==> src/rtl/id_ex_pipeline_reg.sv <==
// ID/EX pipeline register for the 5-stage RV32I core: carries decode results into EX,
// detects load-use hazards (stall + bubble), honours EX flush and debug step enable.
module id_ex_pipeline_reg #(
    parameter int NB_CTRL = 11,
    parameter int NB_DATA = 32,
    parameter int NB_PC   = 32,
    parameter int NB_REG  = 5,
    parameter int NB_CNT  = 16
) (
    input  logic               i_clk,
    input  logic               i_rst_n,
    input  logic               i_en,
    input  logic               i_flush,
    input  logic               i_valid,
    input  logic [NB_CTRL-1:0] i_ctrl,
    input  logic [NB_PC-1:0]   i_pc,
    input  logic [NB_DATA-1:0] i_rs1_data,
    input  logic [NB_DATA-1:0] i_rs2_data,
    input  logic [NB_DATA-1:0] i_imm,
    input  logic [NB_REG-1:0]  i_rs1_addr,
    input  logic [NB_REG-1:0]  i_rs2_addr,
    input  logic [NB_REG-1:0]  i_rd_addr,
    input  logic [2:0]         i_func3,
    input  logic               i_func7_b5,
    output logic               o_valid,
    output logic [NB_CTRL-1:0] o_ctrl,
    output logic [NB_PC-1:0]   o_pc,
    output logic [NB_DATA-1:0] o_rs1_data,
    output logic [NB_DATA-1:0] o_rs2_data,
    output logic [NB_DATA-1:0] o_imm,
    output logic [NB_REG-1:0]  o_rs1_addr,
    output logic [NB_REG-1:0]  o_rs2_addr,
    output logic [NB_REG-1:0]  o_rd_addr,
    output logic [2:0]         o_func3,
    output logic               o_func7_b5,
    output logic               o_stall,
    output logic [NB_CNT-1:0]  o_bubble_cnt
);

    localparam int CTRL_MEM_READ  = 1;
    localparam int CTRL_MEM_WRITE = 2;
    localparam int CTRL_ALU_SRC   = 3;
    localparam logic [NB_CNT-1:0] CNT_MAX = {NB_CNT{1'b1}};
    localparam logic [NB_CNT-1:0] CNT_ONE = {{(NB_CNT-1){1'b0}}, 1'b1};

    logic               valid_q,      valid_d;
    logic [NB_CTRL-1:0] ctrl_q,       ctrl_d;
    logic [NB_PC-1:0]   pc_q,         pc_d;
    logic [NB_DATA-1:0] rs1_data_q,   rs1_data_d;
    logic [NB_DATA-1:0] rs2_data_q,   rs2_data_d;
    logic [NB_DATA-1:0] imm_q,        imm_d;
    logic [NB_REG-1:0]  rs1_addr_q,   rs1_addr_d;
    logic [NB_REG-1:0]  rs2_addr_q,   rs2_addr_d;
    logic [NB_REG-1:0]  rd_addr_q,    rd_addr_d;
    logic [2:0]         func3_q,      func3_d;
    logic               func7_b5_q,   func7_b5_d;
    logic [NB_CNT-1:0]  bubble_cnt_q, bubble_cnt_d;

    logic use_rs2_s;
    logic hz_s;

    // Load-use detection: EX load whose destination is read by the ID instruction.
    always_comb begin
        use_rs2_s = ~i_ctrl[CTRL_ALU_SRC] | i_ctrl[CTRL_MEM_WRITE];
        hz_s      = valid_q & ctrl_q[CTRL_MEM_READ] & (rd_addr_q != {NB_REG{1'b0}}) & i_valid &
                    ((rd_addr_q == i_rs1_addr) | (use_rs2_s & (rd_addr_q == i_rs2_addr)));
        o_stall   = hz_s & ~i_flush;
    end

    // Next-state selection: hold when disabled, flush beats bubble, bubble beats load.
    always_comb begin
        valid_d      = valid_q;
        ctrl_d       = ctrl_q;
        pc_d         = pc_q;
        rs1_data_d   = rs1_data_q;
        rs2_data_d   = rs2_data_q;
        imm_d        = imm_q;
        rs1_addr_d   = rs1_addr_q;
        rs2_addr_d   = rs2_addr_q;
        rd_addr_d    = rd_addr_q;
        func3_d      = func3_q;
        func7_b5_d   = func7_b5_q;
        bubble_cnt_d = bubble_cnt_q;
        if (!i_en) begin
            bubble_cnt_d = bubble_cnt_q;
        end else if (i_flush || hz_s) begin
            valid_d    = 1'b0;
            ctrl_d     = {NB_CTRL{1'b0}};
            pc_d       = {NB_PC{1'b0}};
            rs1_data_d = {NB_DATA{1'b0}};
            rs2_data_d = {NB_DATA{1'b0}};
            imm_d      = {NB_DATA{1'b0}};
            rs1_addr_d = {NB_REG{1'b0}};
            rs2_addr_d = {NB_REG{1'b0}};
            rd_addr_d  = {NB_REG{1'b0}};
            func3_d    = 3'b000;
            func7_b5_d = 1'b0;
            if (!i_flush && (bubble_cnt_q != CNT_MAX)) begin
                bubble_cnt_d = bubble_cnt_q + CNT_ONE;
            end else begin
                bubble_cnt_d = bubble_cnt_q;
            end
        end else begin
            valid_d    = i_valid;
            ctrl_d     = i_ctrl;
            pc_d       = i_pc;
            rs1_data_d = i_rs1_data;
            rs2_data_d = i_rs2_data;
            imm_d      = i_imm;
            rs1_addr_d = i_rs1_addr;
            rs2_addr_d = i_rs2_addr;
            rd_addr_d  = i_rd_addr;
            func3_d    = i_func3;
            func7_b5_d = i_func7_b5;
        end
    end

    // State registers with synchronous active-low reset.
    always_ff @(posedge i_clk) begin
        if (!i_rst_n) begin
            valid_q      <= 1'b0;
            ctrl_q       <= {NB_CTRL{1'b0}};
            pc_q         <= {NB_PC{1'b0}};
            rs1_data_q   <= {NB_DATA{1'b0}};
            rs2_data_q   <= {NB_DATA{1'b0}};
            imm_q        <= {NB_DATA{1'b0}};
            rs1_addr_q   <= {NB_REG{1'b0}};
            rs2_addr_q   <= {NB_REG{1'b0}};
            rd_addr_q    <= {NB_REG{1'b0}};
            func3_q      <= 3'b000;
            func7_b5_q   <= 1'b0;
            bubble_cnt_q <= {NB_CNT{1'b0}};
        end else begin
            valid_q      <= valid_d;
            ctrl_q       <= ctrl_d;
            pc_q         <= pc_d;
            rs1_data_q   <= rs1_data_d;
            rs2_data_q   <= rs2_data_d;
            imm_q        <= imm_d;
            rs1_addr_q   <= rs1_addr_d;
            rs2_addr_q   <= rs2_addr_d;
            rd_addr_q    <= rd_addr_d;
            func3_q      <= func3_d;
            func7_b5_q   <= func7_b5_d;
            bubble_cnt_q <= bubble_cnt_d;
        end
    end

    assign o_valid      = valid_q;
    assign o_ctrl       = ctrl_q;
    assign o_pc         = pc_q;
    assign o_rs1_data   = rs1_data_q;
    assign o_rs2_data   = rs2_data_q;
    assign o_imm        = imm_q;
    assign o_rs1_addr   = rs1_addr_q;
    assign o_rs2_addr   = rs2_addr_q;
    assign o_rd_addr    = rd_addr_q;
    assign o_func3      = func3_q;
    assign o_func7_b5   = func7_b5_q;
    assign o_bubble_cnt = bubble_cnt_q;

endmodule

==> config.mk <==
export PLATFORM = sky130hd
export DESIGN_NAME = id_ex_pipeline_reg
export DESIGN_NICKNAME = d
export VERILOG_FILES = /design/src/rtl/id_ex_pipeline_reg.sv
export SDC_FILE = /design/constraint.sdc
export NUM_CORES = 1
export LEC_CHECK = 0
export ABC_AREA = 0
export CELL_PAD_IN_SITES_DETAIL_PLACEMENT = 1
export CELL_PAD_IN_SITES_GLOBAL_PLACEMENT = 1
export CORE_MARGIN = 1.5
export CORE_UTILIZATION = 28
export DETAILED_ROUTE_END_ITERATION = 10
export PLACE_DENSITY_LB_ADDON = 0.1
export REMOVE_ABC_BUFFERS = 1
export SKIP_LAST_GASP = 1
export SYNTH_ARGS = -nofsm -noshare
export SYNTH_HDL_FRONTEND = slang
export SYNTH_SLANG_ARGS = --single-unit
==> constraint.sdc <==
create_clock -name i_clk -period 2.18 [get_ports i_clk]
set_clock_uncertainty 0.05 [all_clocks]
set_input_delay 0.327 -clock i_clk [delete_from_list [all_inputs] [get_ports i_clk]]
set_output_delay 0.327 -clock i_clk [all_outputs]
set_load 0.01 [all_outputs]
Word level (Yosys, flattened, before mapping)
Index checks and enable logic that the tools add are counted.
{"block": "op_classes", "n_reduce_logical": 5, "add_sub_neg": 1, "n_eq_ne": 3, "bitwise": 10, "mux": 11}
{"op": "two-way mux 32 bit", "count": 4}
{"op": "adder 16 x 1 -> 16 bit (second input constant)", "count": 1}
{"op": "!= test 16 bit (second input constant)", "count": 1}
{"op": "two-way mux 5 bit", "count": 3}
{"op": "two-way mux 11 bit", "count": 1}
{"op": "equality test 5 bit", "count": 2}
{"op": "bitwise AND 1 bit", "count": 6}
{"op": "nonzero test 5 bit", "count": 1}
{"op": "two-way mux 3 bit", "count": 1}
{"op": "AND reduction 3 bit", "count": 1}
{"op": "two-way mux 1 bit", "count": 2}
{"op": "inverter 1 bit", "count": 2}
{"op": "bitwise OR 1 bit", "count": 2}
{"op": "logical AND 1 bit", "count": 1}
{"op": "logical NOT 1 bit", "count": 1}
{"op": "logical OR 1 bit", "count": 1}
{"block": "word_totals", "output_inout_bits": 176, "register_bits": 175}

Depth between registers and ports, before layout
Gate-level depths: netlist (run 1).
{"block": "depth", "depth_word": 7, "depth_mapped": 8}

Worst setup path before layout (run 1)
No wires, ideal clock.
{"block": "synth_path", "path_type": "register to register", "startpoint": "register bubble_cnt_q[0] (netlist: o_bubble_cnt[0])", "endpoint": "register bubble_cnt_q[3] (netlist: o_bubble_cnt[3])", "synth_period_minus_slack_ns": 2.071, "path_slack_ns": 0.109, "arrival_ns": 1.949, "stages_incl_launch_ff": 8, "setup_ns": 0.072, "required_ns": 2.058, "cell_sequence": "dfxtp_1 -> ha_1 -> nand3_1 -> nor4_1 -> or4b_4 -> buf_6 -> or4_1 -> a21oi_1"}
{"block": "synth_between", "elab_chain_len": 3, "word_cells_on_any_way": 4}
{"element": "start, declared", "line": "57", "rtl": "logic [NB_CNT-1:0] bubble_cnt_q, bubble_cnt_d;"}
{"element": "start signal, assigned", "line": "132", "rtl": "bubble_cnt_q <= {NB_CNT{1'b0}};"}
{"element": "start signal, assigned", "line": "145", "rtl": "bubble_cnt_q <= bubble_cnt_d;"}
{"element": "parallel branches: the longest is 3 deep, another holds adder 16 x 1 -> 16 bit"}
Several ways; the timed one is not identified.
A chain may end at the register's enable or synchronous reset.

Worst setup path after layout (run 1)
{"block": "layout_path", "startpoint": "input port i_valid", "endpoint": "register bubble_cnt_q[8] (netlist: o_bubble_cnt[8])"}
{"block": "layout_between", "elab_chain_len": 4}
{"element": "start, declared", "line": "14", "rtl": "input logic i_valid,"}
{"element": "bitwise AND 1 bit (2 in a row)", "line": "65", "rtl": "hz_s = valid_q & ctrl_q[CTRL_MEM_READ] & (rd_addr_q != {NB_REG{1'b0}}) & i_valid &"}
{"element": "logical OR 1 bit", "line": "86", "rtl": "end else if (i_flush || hz_s) begin"}
{"element": "AND reduction 3 bit (no line)"}
No other way between the ends.

==> summary.md, run 1 <==
* **wire length of the first global-routing pass** 34700 µm
* **final weighted congestion in routability-driven placement** 0.806
* **number of endpoints failing setup at the final stage** 6
* **static leakage power** 4.02 nW
* **post-DP HPWL** 16900 µm
* **count of routing violations after the opening detailed-route iteration** 143
* **share of layout cells above drive strength 1** 12.3%
* **sequential element share of the synthesized area** 60.5%
* **Hold Worst Slack** 257 ps
* **Synth Area per Inst** 12.1 µm²
* **timing-limited maximum frequency** 447 MHz
* **critical path class** in -> reg
* **#FFs+latches synth** 175
* **Total Wirelength** 23300 µm
* **worst path arrival time** 2550 ps
* **fin crit period** 2240 ps
* **sort of element at the end of the critical path** register
* **starting density of the core** 28.6%
* **worst setup timing slack at the placement stage** -743 ps
* **max-capacitance violation count** 0
* **worst hold path type** in -> reg
* **Clock Sink Count** 175
* **IO Pins** 339
* **dpl cell area** 9770 µm²
* **worst reg2reg setup slack** -30 ps
* **cell family contributing the most delay on the critical path** simple AND/OR/NAND/NOR gates
* **standard cell with the maximum stage delay on the critical path** or4b_4
* **clock tree from TritonCTS** yes
* **CP Launch Type** primary input
* **synthesized area** 5790 µm²
* **end of the worst register-to-register path** o_bubble_cnt[8]$_SDFFE_PN0P_
* **Clk network pwr share** 41.5%
* **via-per-instance ratio** 4.89
* **Final Hold Fails** 0
* **critical-path cell list** clkdlybuf4s50_1 > and3_4 > o21ai_2 > buf_4 > or4b_4 > buf_6 > or4_1 > a21oi_1
* **largest fanout on the critical path** 8
* **vias in the first global route** 6019
* **Placed Instances** 1085
* **GRT met2 Usage** 37.1%
* **net total in the final layout** 1006
* **clock edge transition at the registers on the reported setup and hold paths** 70 ps
* **part of the cycle the worst path needs** 103%
* **Sequential Power Share** 45.8%
* **switching fraction of total power** 24.7%
* **Die Ht** 147 µm
* **number of iterations in the first detailed-routing pass** 4
* **hold path startpoint** i_rs2_addr[3]
* **worst hold endpoint** o_rs2_addr[3]$_SDFFE_PN0P_
* **hold_buf cts** 0
* **Worst Path Required** 2490 ps
* **slew of the pin with the lowest slew margin** 383 ps
* **Remaining Overflow, GRT** 0
* **global routing usage on met3** 8.39%
* **Chip Width** 147 µm
* **Switch Pwr** 1.82 mW
* **count of antenna-violating nets left after detailed routing** 0
* **via count** 5505
* **part of the power in combinational logic** 12.7%
* **relative area change from synthesis to final layout** 82.4%
* **Port-buffer cells** 338
* **final core utilization** 52.2%
* **minimum setup slack in the final design** -55.5 ps
* **Synth Warn #** 0
* **Worst Reg2Reg Path Length in Cells** 8
* **Antenna diodes** 0
* **fraction of met1 tracks used by global routing** 22.3%
* **Final Max Slew Viols** 0
* **Internal Pwr Total** 5.56 mW
* **antenna violations before repair** 1
* **maximum vdd ir drop** 0.474 mV
* **failing checks** setup timing
* **PwrDens** 699 nW/µm²
* **area of all placed cells without fillers** 10600 µm²
* **number of standard cells after synthesis** 480
* **gr busiest metal** met2
* **remaining design rule violation count** 0
* **Worst R2R Start** o_rd_addr[3]$_SDFFE_PN0P_
* **Netlist cell types** 36
* **final non-filler cell total** 1125
* **Inserted Clock Buffers** 17
* **average detailed-routed wire length per instance** 20.7 µm
* **peak per-stage delay on the critical path** 590 ps
* **buffer depth of the longest clock path** 2
* **outcome** finished, violations left
* **count of cells along the worst hold path** 2
* **clock latency of the later-clocked register in the worst-skew pair** 430 ps
* **clock root buffer master** clkbuf_16
* **RSZ-0062 raised after global routing** yes
* **CP Buf/Inv Count** 3
* **maximum number of pins on one net before global-route repair** 55
* **H-Tree Level Count** 4
* **worst slew slack as a fraction of its limit** 74.5%
* **core region area** 20200 µm²
* **die footprint** 21600 µm²
* **overall global routing resource usage** 20.9%
* **number of placement rows** 52
[cells in the final DEF (no fill, tap or decap), types with 9 or more instances in the layout]
cell type | synthesis | final
xor2_1 | 10 | 10
dfxtp_1 | 175 | 171
a22o_1 | 159 | 159
clkdlybuf4s50_1 | 0 | 336
buf_4 | 1 | 32
buf_12 | 0 | 10
a21oi_1 | 9 | 9
nand2_1 | 11 | 11
clkbuf_16 | 0 | 19
[metrics by stage]
stage                     total power, mW  TNS (ps)
final                                7.38      -153
after global routing                 7.66     -3370
after CTS                            7.46      -128
after detailed placement             4.37    -81780
after global placement               4.35    -70820
after floorplan                      3.69   -608010
[cells by family (layout without fill, tap and decap cells)]
family / after synthesis / count (layout) / share of synthesized area (%)
and+or+nand+nor: 55 / 55 / 5.83
buffers and inverters: 48 / 423 / 3.82
AOI/OAI and AO/OA: 187 / 187 / 27.4
adders and majority gates: 1 / 1 / 0.216
muxes: 4 / 4 / 0.691
xor gates and xnor gates: 10 / 10 / 1.51
DFF: 175 / 175 / 60.5
[worst max path at each step]
stage	from	to	slack, ps	depth (start not counted)
global placement	i_rs2_addr[3]	o_stall	-690	7
detailed placement	i_rs2_addr[3]	o_stall	-740	7
global route	o_rd_addr[3]$_SDFFE_PN0P_	o_bubble_cnt[4]$_SDFFE_PN0P_	-150	7
finish	i_valid	o_bubble_cnt[8]$_SDFFE_PN0P_	-60	8
CTS	o_rd_addr[0]$_SDFFE_PN0P_	o_stall	-80	6
floorplan	i_rst_n	o_ctrl[0]$_SDFFE_PN0P_	-3810	3
[power by group through the flow]
stage               logic, mW  registers, mW  clock network, mW
global route            0.992           3.39               3.27
floorplan               0.195           3.50                  0
detailed placement      0.924           3.45                  0
finish                  0.938           3.38               3.06
global placement        0.907           3.45                  0
CTS                     0.933           3.38               3.14
[cells in the mapped netlist (all sizes together)]
cell / n / area share (%)
nand2b: 6 / 0.65
nand3b: 1 / 0.13
or2: 1 / 0.11
clkbuf: 21 / 1.4
inv: 5 / 0.32
nand2: 11 / 0.71
nor3: 3 / 0.26
nand4: 5 / 0.54
o21a: 1 / 0.13
clkinv: 1 / 0.065
o41ai: 3 / 0.45
ha: 1 / 0.22
buf: 21 / 2.1
mux2i: 4 / 0.69
nand3: 5 / 0.43
and3: 2 / 0.22
nor4: 7 / 1.1
or4: 7 / 0.91
or3b: 1 / 0.15
o21ai: 3 / 0.32
or4b: 1 / 0.24
dfxtp: 175 / 60
o2111a: 1 / 0.19
o31a: 1 / 0.15
a22o: 159 / 24
or3: 2 / 0.22
a22oi: 1 / 0.13
xor2: 10 / 1.5
a21oi: 9 / 0.78
o311ai: 3 / 0.45
nor2: 3 / 0.19
o31ai: 6 / 0.78
[state kept, by name (all words and copies together), names as in the netlist]
signal / count
o_pc: 32
o_rs2_addr: 5
o_rs1_addr: 5
o_ctrl: 11
o_rs2_data: 32
o_func3: 3
o_valid: 1
o_rs1_data: 32
o_imm: 32
o_bubble_cnt: 16
o_func7_b5: 1
o_rd_addr: 5
[cell type report]
cell class | count | area, µm²
Clock buffer | 18 | 439
Clock inverter | 14 | 141
Fill cell | 2103 | 9670
Inverter | 6 | 22.5
Multi-Input combinational cell | 257 | 2190
Sequential cell | 175 | 3510
Tap cell | 270 | 338
Timing Repair Buffer | 385 | 3920
[routing by layer]
layer / vias up / routed length [µm]
met5: - / 0
met3: 28 / 1880
met2: 202 / 12000
met4: 0 / 542
li1: 2580 / -
met1: 2695 / 8830
[what timing repair did]
| action | CTS | global route |
|---|---|---|
| endpoints found under the setup margin | 164 | 41 |
| cloned | 0 | 2 |
| buffers inserted | 6 | 0 |
| resized for setup | 16 | 14 |
| endpoints found under the hold margin | 0 | 0 |
| pin swaps | 5 | 5 |
Note: power is estimated with default switching activity, not from simulation.
==> run 2: changes to the inputs <==
- clock period: 2.18 -> 2.25 ns (I/O delays scaled with it)
==> summary.md, run 2 (synthesis results as in run 1) <==
* **count of antenna-violating nets left after detailed routing** 0, unchanged
* **Worst Path Required** 1860 ps, -630 ps
* **relative area change from synthesis to final layout** 77.6%
* **wire length of the first global-routing pass** 34300 µm, -1.2%
* **antenna violations before repair** 0, -1
* **clock tree from TritonCTS** yes
* **worst slew slack as a fraction of its limit** 74.3%, -0.15 points
* **Die Ht** 147 µm, unchanged
* **final weighted congestion in routability-driven placement** 0.775, -3.7%
* **final non-filler cell total** 1108, -1.5%
* **Remaining Overflow, GRT** 0, unchanged
* **commonest cells after routing, fill and taps aside** 335 x clkdlybuf4s50_1, 172 x dfxtp_1, 159 x a22o_1
* **H-Tree Level Count** 4, unchanged
* **Chip Width** 147 µm, unchanged
* **standard cell with the maximum stage delay on the critical path** or4_4
* **post-DP HPWL** 16700 µm, -0.99%
* **average detailed-routed wire length per instance** 20.3 µm, -1.7%
* **static leakage power** 3.87 nW, -3.7%
* **number of inserted filler cells in the final layout** 2118, +0.71%
* **critical path class** reg -> out
* **largest fanout on the critical path** 4, -4
* **clock latency of the later-clocked register in the worst-skew pair** 430 ps, about the same
* **maximum vdd ir drop** 0.501 mV, +5.6%
* **via count** 5431, -1.3%
* **RSZ-0062 raised after global routing** yes
* **Inserted Clock Buffers** 17, unchanged
* **number of endpoints failing setup at the final stage** 0, -6
* **number of iterations in the first detailed-routing pass** 6, +2
* **part of the cycle the worst path needs** 98.5%
* **outcome** complete, no violations
* **sort of element at the end of the critical path** output port
* **Clock Sink Count** 175, unchanged
* **max-capacitance violation count** 0, unchanged
* **cell family contributing the most delay on the critical path** simple AND/OR/NAND/NOR gates
* **core region area** 20200 µm², unchanged
* **hold_buf cts** 0, unchanged
* **CP Launch Type** register
* **slew of the pin with the lowest slew margin** 385 ps, +2.20 ps
* **Total Wirelength** 22500 µm, -3.2%
* **number of placement rows** 52, unchanged
* **fin crit period** 2220 ps
* **worst hold path type** in -> reg
* **share of layout cells above drive strength 1** 9.67%, -2.6 points
* **worst path arrival time** 1830 ps, -720 ps
* **clock root buffer master** clkbuf_16
* **critical-path cell list** buf_4 > or4_4 > o21ai_4 > buf_6 > nor3_2 > buf_2
* **overall global routing resource usage** 20.6%, -0.29 points
* **remaining design rule violation count** 0, unchanged
* **via-per-instance ratio** 4.90, +0.17%
* **clock edge transition at the registers on the reported setup and hold paths** 60 ps, about the same
* **maximum number of pins on one net before global-route repair** 84, +53%
* **sequential cell area** 3510 µm², about the same
* **Hold Worst Slack** 215 ps, -41.7 ps
* **peak per-stage delay on the critical path** 440 ps, -150 ps
* **PwrDens** 695 nW/µm², -0.49%
* **Placed Instances** 1074, -1.0%
* **Final Hold Fails** 0, unchanged
* **vias in the first global route** 5968, -0.85%
* **die footprint** 21600 µm², unchanged
* **Port-buffer cells** 338, unchanged
* **Final Max Slew Viols** 0, unchanged
* **most common cell after layout, fill and taps aside** clkdlybuf4s50_1
* **timing-limited maximum frequency** 451 MHz
* **buffer depth of the longest clock path** 2, unchanged
* **count of routing violations after the opening detailed-route iteration** 180, +26%
* **IO Pins** 339, unchanged
* **Antenna diodes** 0, unchanged
* **multi-input logic area** 2140 µm², -2.2%
* **net total in the final layout** 989, -1.7%
* **CP Buf/Inv Count** 3, unchanged
* **starting density of the core** 28.6%, unchanged
run 2: worst reg2reg max path, stage by stage, from the launching register on:
cell     delay (ps)
dfxtp_1         320
ha_1            220
nand3_1         110
nor4_1           80
or4b_4          600
buf_4           230
nor4_2          310
mux2i_1         220
run 2: per-stage QoR:
stage | worst slack, ps | power (mW) | setup TNS [ps] | cell area, µm² | utilization, %
after floorplan | -3750 | 3.58 | -597370 | 5590 | -
after global placement | -593 | 4.20 | -70710 | 9610 | 47.5
after detailed placement | -562 | 4.22 | -67220 | 9610 | 47.5
after CTS | 0.971 | 7.24 | 0 | 10200 | 50.5
after global routing | -67.9 | 7.43 | -117 | 10300 | 50.8
final | 33.5 | 7.15 | 0 | 10300 | 50.8
run 2: where the power goes:
part           internal (mW)  switching (mW)
Combinational          0.556           0.321
Sequential              3.21          0.0669
Clock                   1.69            1.31
Total                   5.46            1.70
run 2: timing repair:
action	in CTS	in global routing
setup endpoints to repair	3	10
resized for setup	10	10
buffers inserted	0	2
pin swaps	3	6
cloned	0	0
run 2: metal layers:
metal  global-route usage (%)  vias up  wire length (µm)
met2                     35.9      190             11400
met1                     22.3     2677              8660
li1                         -     2528                 -
met3                     8.26       36              1800
met4                     8.43        0               650
met5                        0        -                 0
run 2: worst paths after layout:
| kind | from | to | slack, ps | cells after the start |
|---|---|---|---|---|
| max | o_rd_addr[3]$_SDFFE_PN0P_ | o_stall | 30 | 6 |
| min reg2reg | o_rs2_data[31]$_SDFFE_PN0P_ | o_rs2_data[31]$_SDFFE_PN0P_ | 420 | 1 |
| max reg2reg | o_bubble_cnt[0]$_SDFFE_PN0P_ | o_bubble_cnt[14]$_SDFFE_PN0P_ | 60 | 7 |
| min | i_rs2_addr[3] | o_rs2_addr[3]$_SDFFE_PN0P_ | 220 | 2 |
run 2: final cells by class:
cell class / instances / share of cell area (%)
Clock buffer: 19 / 4.31
Timing Repair Buffer: 368 / 35.7
Sequential cell: 175 / 34.1
Inverter: 6 / 0.219
Multi-Input combinational cell: 257 / 20.9
Tap cell: 270 / 3.29
Clock inverter: 13 / 1.47
